--- src/rtl/ocra1_serialiser_pkg.sv ---
// Shared types and word formatting for the OCRA1 gradient DAC serialiser.
package ocra1_pkg;

   localparam int unsigned WORD_BITS = 24;
   localparam int unsigned DATA_BITS = 18;
   localparam int unsigned BIT_CNT_W = 5;
   localparam logic [2:0]  DAC_DATA_ADDR = 3'b001;

   typedef enum logic [2:0] {
      ST_IDLE,
      ST_SYNC,
      ST_SHIFT,
      ST_GAP,
      ST_LDAC
   } state_t;

   // DAC data-register write: R/W=0, address, 18-bit code, two don't-care LSBs
   function automatic logic [WORD_BITS-1:0] fmt_word(input logic [DATA_BITS-1:0] data);
      return {1'b0, DAC_DATA_ADDR, data, 2'b00};
   endfunction

endpackage

--- src/rtl/spi_half_tick.sv ---
// Half-period strobe generator: one tick every div+1 cycles while enabled.
module spi_half_tick #(
   parameter int unsigned DIV_W = 6
) (
   input  logic             clk,
   input  logic             rst,
   input  logic             en,
   input  logic [DIV_W-1:0] div,
   output logic             tick
);

   logic [DIV_W-1:0] cnt_q;

   assign tick = en && (cnt_q == div);

   always_ff @(posedge clk) begin
      if (rst || !en) begin
         cnt_q <= '0;
      end else if (tick) begin
         cnt_q <= '0;
      end else begin
         cnt_q <= cnt_q + DIV_W'(1);
      end
   end

endmodule

--- src/rtl/ocra1_serialiser.sv ---
// Four-lane lockstep SPI serialiser for the OCRA1 gradient DAC board.
module ocra1_serialiser
   import ocra1_pkg::*;
#(
   parameter int unsigned CH_NUM = 4,
   parameter int unsigned DIV_W  = 6
) (
   input  logic                                 clk,
   input  logic                                 rst,
   input  logic [CH_NUM-1:0][DATA_BITS-1:0]     data_i,
   input  logic [CH_NUM-1:0][WORD_BITS-1:0]     raw_i,
   input  logic                                 raw_mode_i,
   input  logic                                 ldac_i,
   input  logic [DIV_W-1:0]                     div_i,
   input  logic                                 valid_i,
   output logic                                 ready_o,
   output logic                                 busy_err_o,
   output logic                                 ocra1_clk_o,
   output logic                                 ocra1_syncn_o,
   output logic                                 ocra1_ldacn_o,
   output logic                                 ocra1_sdox_o,
   output logic                                 ocra1_sdoy_o,
   output logic                                 ocra1_sdoz_o,
   output logic                                 ocra1_sdoz2_o
);

   state_t                             state_q, state_d;
   logic [CH_NUM-1:0][WORD_BITS-1:0]   word_q, word_d;
   logic [DIV_W-1:0]                   div_q, div_d;
   logic                               ldac_q, ldac_d;
   logic [BIT_CNT_W-1:0]               bit_cnt_q, bit_cnt_d;
   logic                               sclk_q, sclk_d;
   logic                               syncn_q, syncn_d;
   logic                               ldacn_q, ldacn_d;
   logic                               ready_q, ready_d;
   logic                               busy_err_q, busy_err_d;
   logic [CH_NUM-1:0]                  sdo_q, sdo_d;
   logic [BIT_CNT_W-1:0]               next_bit, next_idx;
   logic                               tick_en, tick;

   assign tick_en = (state_q != ST_IDLE);

   spi_half_tick #(.DIV_W(DIV_W)) u_half_tick (
      .clk  (clk),
      .rst  (rst),
      .en   (tick_en),
      .div  (div_q),
      .tick (tick)
   );

   // Next-state and next-output logic; all pins come straight from flops
   always_comb begin
      state_d    = state_q;
      word_d     = word_q;
      div_d      = div_q;
      ldac_d     = ldac_q;
      bit_cnt_d  = bit_cnt_q;
      sclk_d     = sclk_q;
      syncn_d    = syncn_q;
      ldacn_d    = ldacn_q;
      ready_d    = ready_q;
      sdo_d      = sdo_q;
      busy_err_d = valid_i && !ready_q;
      next_bit   = bit_cnt_q + BIT_CNT_W'(1);
      next_idx   = BIT_CNT_W'(WORD_BITS - 1) - next_bit;

      case (state_q)
         ST_IDLE: begin
            if (valid_i && ready_q) begin
               for (int unsigned ch = 0; ch < CH_NUM; ch++) begin
                  word_d[ch] = raw_mode_i ? raw_i[ch] : fmt_word(data_i[ch]);
                  sdo_d[ch]  = word_d[ch][WORD_BITS-1];
               end
               div_d     = div_i;
               ldac_d    = ldac_i;
               bit_cnt_d = '0;
               sclk_d    = 1'b0;
               syncn_d   = 1'b0;
               ready_d   = 1'b0;
               state_d   = ST_SYNC;
            end
         end
         ST_SYNC: begin
            if (tick) begin
               sclk_d  = 1'b1;
               state_d = ST_SHIFT;
            end
         end
         ST_SHIFT: begin
            // Data only moves on the rising half, one full half after the slave's falling-edge sample
            if (tick) begin
               if (sclk_q) begin
                  sclk_d = 1'b0;
               end else if (bit_cnt_q == BIT_CNT_W'(WORD_BITS - 1)) begin
                  syncn_d   = 1'b1;
                  sdo_d     = '0;
                  bit_cnt_d = '0;
                  state_d   = ST_GAP;
               end else begin
                  sclk_d    = 1'b1;
                  bit_cnt_d = next_bit;
                  for (int unsigned ch = 0; ch < CH_NUM; ch++) begin
                     sdo_d[ch] = word_q[ch][next_idx];
                  end
               end
            end
         end
         ST_GAP: begin
            if (tick) begin
               if (ldac_q) begin
                  ldacn_d = 1'b0;
                  state_d = ST_LDAC;
               end else begin
                  ready_d = 1'b1;
                  state_d = ST_IDLE;
               end
            end
         end
         ST_LDAC: begin
            // bit_cnt is idle here, so it doubles as the two-half LDAC counter
            if (tick) begin
               if (bit_cnt_q == '0) begin
                  bit_cnt_d = BIT_CNT_W'(1);
               end else begin
                  bit_cnt_d = '0;
                  ldacn_d   = 1'b1;
                  ready_d   = 1'b1;
                  state_d   = ST_IDLE;
               end
            end
         end
         default: begin
            state_d   = ST_IDLE;
            bit_cnt_d = '0;
            sclk_d    = 1'b0;
            syncn_d   = 1'b1;
            ldacn_d   = 1'b1;
            sdo_d     = '0;
            ready_d   = 1'b1;
         end
      endcase
   end

   always_ff @(posedge clk) begin
      if (rst) begin
         state_q    <= ST_IDLE;
         word_q     <= '0;
         div_q      <= '0;
         ldac_q     <= 1'b0;
         bit_cnt_q  <= '0;
         sclk_q     <= 1'b0;
         syncn_q    <= 1'b1;
         ldacn_q    <= 1'b1;
         ready_q    <= 1'b1;
         busy_err_q <= 1'b0;
         sdo_q      <= '0;
      end else begin
         state_q    <= state_d;
         word_q     <= word_d;
         div_q      <= div_d;
         ldac_q     <= ldac_d;
         bit_cnt_q  <= bit_cnt_d;
         sclk_q     <= sclk_d;
         syncn_q    <= syncn_d;
         ldacn_q    <= ldacn_d;
         ready_q    <= ready_d;
         busy_err_q <= busy_err_d;
         sdo_q      <= sdo_d;
      end
   end

   assign ready_o       = ready_q;
   assign busy_err_o    = busy_err_q;
   assign ocra1_clk_o   = sclk_q;
   assign ocra1_syncn_o = syncn_q;
   assign ocra1_ldacn_o = ldacn_q;
   assign ocra1_sdox_o  = sdo_q[0];
   assign ocra1_sdoy_o  = sdo_q[1];
   assign ocra1_sdoz_o  = sdo_q[2];
   assign ocra1_sdoz2_o = sdo_q[3];

endmodule

--- config.mk ---
export PLATFORM = sky130hd
export DESIGN_NAME = ocra1_serialiser
export DESIGN_NICKNAME = d
export VERILOG_FILES = /design/src/rtl/ocra1_serialiser_pkg.sv /design/src/rtl/spi_half_tick.sv /design/src/rtl/ocra1_serialiser.sv
export SDC_FILE = /design/constraint.sdc
export NUM_CORES = 1
export LEC_CHECK = 0
export BUFFER_PORTS_ARGS = -buffer_cell sky130_fd_sc_hd__buf_2
export CAP_MARGIN = 20
export CORE_MARGIN = 8
export CORE_UTILIZATION = 30
export DETAILED_ROUTE_END_ITERATION = 7
export SLEW_MARGIN = 20
export SYNTH_ARGS = -nofsm -noshare
export SYNTH_HDL_FRONTEND = slang
export SYNTH_SLANG_ARGS = --single-unit
--- constraint.sdc ---
create_clock -name clk -period 2.4 [get_ports clk]
set_input_delay 0.48 -clock clk [delete_from_list [all_inputs] [get_ports clk]]
set_output_delay 0.48 -clock clk [all_outputs]
set_load 0.01 [all_outputs]
==> flow_metrics.env <==
export IMPL_fp_dieH_um=163
export IMPL_h_tree_depth=4
export IMPL_hold_end="div_q[5]$_SDFFE_PP0P_"
export IMPL_slew_viol_final=0
export IMPL_fin_nets=1035
export IMPL_period_share_pct=88.5
export IMPL_antenna_found_initial=0
export IMPL_reg2reg_depth=8
export IMPL_routed_wl_um=19200
export IMPL_switching_power_w=0.00331
export IMPL_combinationalPowerShare_pct=37.1
export IMPL_grt_pass1_wl_um=30000
export IMPL_leakagePower_nw=3.41
export IMPL_r2r_start="bit_cnt_q[0]$_SDFFE_PP0P_"
export IMPL_first_pass_iters=4
export IMPL_rsz0062_at_grt="false"
export IMPL_drt_iter0_markers=470
export IMPL_core_area_sq_um=21600
export IMPL_drive_above_1_share_pct=32.6
export IMPL_final_common_cell="buf_2"
export IMPL_yosys_top_cells_area="dfxtp_1, mux2i_1, a211oi_1"
export IMPL_multi_input_comb_area_sq_um=3650
export IMPL_cts_hold_fix_buffers=0
export IMPL_numCtsBuffers=17
export IMPL_crit_chain="inv_1, ha_1, buf_6, mux4_2, mux2i_1, a211oi_1, nor4_1, o2bb2ai_1"
export IMPL_place_area_sq_um=7750
export IMPL_dieArea_sq_um=26600
export IMPL_syn_area_per_cell_sq_um=9.47
export IMPL_gp_routability_congestion=0.814
export IMPL_p_int_w=0.00616
export IMPL_synth_largest_area_cell="dfxtp_1"
export IMPL_areaGrowthSynthToFinish_pct=29.5
export IMPL_vdd_drop_max_mv=0.583
export IMPL_clkPwrFrac_pct=29.9
export IMPL_ys_seq_elements=126
export IMPL_ys_types=58
export IMPL_r2r_end="sdo_q[2]$_SDFFE_PP0P_"
export IMPL_status="completed"
export IMPL_grt_max_degree=86
export IMPL_fillers=2132
export IMPL_cp_required_ns=2.70
export IMPL_insertion_delay_ns=0.42
export IMPL_seq_power_share_pct=33.1
export IMPL_seq_area_frac_synth_pct=38.9
export IMPL_utilization_pct=39.0
export IMPL_worstPathMaxFanout=16
export IMPL_yosysTopAreaCellShare_pct=38.9
export IMPL_post_cts_buffers=0
export IMPL_critPathKind="reg2reg"
export IMPL_setup_violations=0
export IMPL_hp_class="in2reg"
export IMPL_regArea_sq_um=2530
export IMPL_min_from="div_i[5]"
export IMPL_cts_clk_slew_worst_paths_ns=0.06
export IMPL_drc_errors=0
export IMPL_clock_path_buffers=2
export IMPL_ioPinCount=188
export IMPL_fmax_mhz=471
export IMPL_clockRootBuffer="clkbuf_16"
export IMPL_diodes=0
export IMPL_crit_path_end_kind="flip-flop"
export IMPL_final_cell_mix="buf_2, dfxtp_1, nor2_1"
export IMPL_die_x_um=163
export IMPL_dp_hpwl_um=14500
export IMPL_rows=54
export IMPL_routed_via_density=4.96
export IMPL_worstHoldPathCells=3
export IMPL_setup_tns_ns=0
export IMPL_slowest_delay_ns=0.51
export IMPL_pwr_density_cell_nw_per_um2=1130
export IMPL_hold_ws_ns=0.303
export IMPL_start_util_pct=30.1
export IMPL_routedWlPerCell_um=16.7
export IMPL_track_usage_pct=14.2
export IMPL_critical_path_slowest_cell="mux4_2"
export IMPL_synth_edff_count=0
export IMPL_clkSinkCount=126
export IMPL_max_slew_margin_pct=61.6
export IMPL_syn_inst=685
export IMPL_async_flop_share_pct=0
export IMPL_hold_viol=0
export IMPL_maxCapViolations=0
export IMPL_syn_nets=867
export IMPL_arrival_ns=2.42
export IMPL_ant_nets=0
export IMPL_finalCriticalPeriod_ns=2.12
export IMPL_rrSetupSlack_ns=0.28
export IMPL_final_area_sq_um=8410
export IMPL_finClkSkew_ns=0.00580
export IMPL_vias=5682
export IMPL_grt_pass1_vias=5669
export IMPL_cts_tree="done"
export IMPL_worst_setup_path_start_kind="flip-flop"
export IMPL_port_buffers=187
export IMPL_post_cts_resized=0
export IMPL_swShare_pct=34.9
export IMPL_tightest_slew_ns=0.576
export IMPL_netlist_area_sq_um=6490
export IMPL_synth_flop_cell="dfxtp_1"
export IMPL_yosys_warnings=0
export IMPL_grt_overflow_total=0
==> Yosys cell counts, types with 2 or more instances <==
cell type	instances
xnor2_1	4
a21oi_1	34
nand4_1	6
mux2i_1	85
nor2_1	93
dfxtp_1	126
xnor2_2	4
o21ai_0	5
buf_4	7
nor3_1	6
nor4_1	7
xor2_1	3
o31ai_1	2
o32ai_1	2
a31oi_1	4
nand2_1	42
clkbuf_1	32
inv_1	8
a22oi_1	3
o2bb2ai_1	4
mux4_2	24
o211ai_1	2
buf_2	22
and3_1	9
ha_1	3
a211oi_1	84
nor3b_1	5
a21boi_0	2
and2_1	2
nand3_1	27
==> per-stage QoR <==
step / worst slack (ns) / power [W] / cells
2_1_floorplan: 0.0362 / 0.00574 / 685
3_3_place_gp: 0.200 / 0.00664 / 1114
3_5_place_dp: 0.143 / 0.00670 / 1114
4_1_cts: 0.143 / 0.00954 / 1146
5_1_grt: 0.0617 / 0.0101 / 1146
6_report: 0.276 / 0.00947 / 1146
==> kinds of logic after synthesis <==
| family | share of synthesized area, % |
|---|---|
| DFF | 38.9 |
| buffers and inverters | 5.13 |
| muxes | 21.4 |
| adders and majority gates | 0.579 |
| AOI/OAI and AO/OA | 16.9 |
| and+or+nand+nor | 15.1 |
| xor gates and xnor gates | 1.95 |
==> sequential cells by signal (all words and copies together), names as in the netlist <==
signal and count:
bit_cnt_q 5, busy_err_o 1, div_q 6, ldac_q 1
ocra1_clk_o 1, ocra1_ldacn_o 1, ocra1_syncn_o 1, ready_o 1
sdo_q 4, state_q 3, u_half_tick.cnt_q 6, word_q 96
==> worst max-delay path: cells and delay by family, from the launching register on <==
family                     cells  cell delay [ns]
adders and majority gates      1             0.31
DFF                            1             0.41
muxes                          2             0.64
buffers and inverters          2             0.27
and+or+nand+nor                1             0.21
AOI/OAI and AO/OA              2             0.18
==> final cells by class <==
class                           instances  share of cell area (%)
Clock buffer                           19                    5.15
Sequential cell                       126                    30.1
Timing Repair Buffer                  212                    14.4
Clock inverter                         13                    2.53
Tap cell                              280                    4.17
Inverter                                8                   0.357
Multi-Input combinational cell        488                    43.4
==> power by group through the flow <==
stage | registers, W | logic [W] | clock network, W
6_report | 0.00313 | 0.00351 | 0.00283
4_1_cts | 0.00313 | 0.00354 | 0.00287
5_1_grt | 0.00320 | 0.00392 | 0.00298
3_3_place_gp | 0.00318 | 0.00346 | 0
3_5_place_dp | 0.00317 | 0.00353 | 0
2_1_floorplan | 0.00299 | 0.00275 | 0
==> routing by layer <==
| layer | track usage [%] | vias to the layer above | wire [um] |
|---|---|---|---|
| li1 | - | 2883 | - |
| met1 | 19.1 | 2611 | 9010 |
| met2 | 22.3 | 173 | 8880 |
| met3 | 3.53 | 15 | 1100 |
| met4 | 4.00 | 0 | 195 |
| met5 | 0 | - | 0 |
==> worst max-delay path by stage <==
stage                                    from                    end  cells after the start
global route        bit_cnt_q[0]$_SDFFE_PP0P_  sdo_q[2]$_SDFFE_PP0P_                      8
finish              bit_cnt_q[0]$_SDFFE_PP0P_  sdo_q[2]$_SDFFE_PP0P_                      8
floorplan           bit_cnt_q[0]$_SDFFE_PP0P_  sdo_q[0]$_SDFFE_PP0P_                     12
CTS                 bit_cnt_q[0]$_SDFFE_PP0P_  sdo_q[2]$_SDFFE_PP0P_                      8
detailed placement  bit_cnt_q[0]$_SDFFE_PP0P_  sdo_q[0]$_SDFFE_PP0P_                      8
global placement    bit_cnt_q[0]$_SDFFE_PP0P_  sdo_q[3]$_SDFFE_PP0P_                      8
Note: power is estimated with default switching activity, not from simulation.
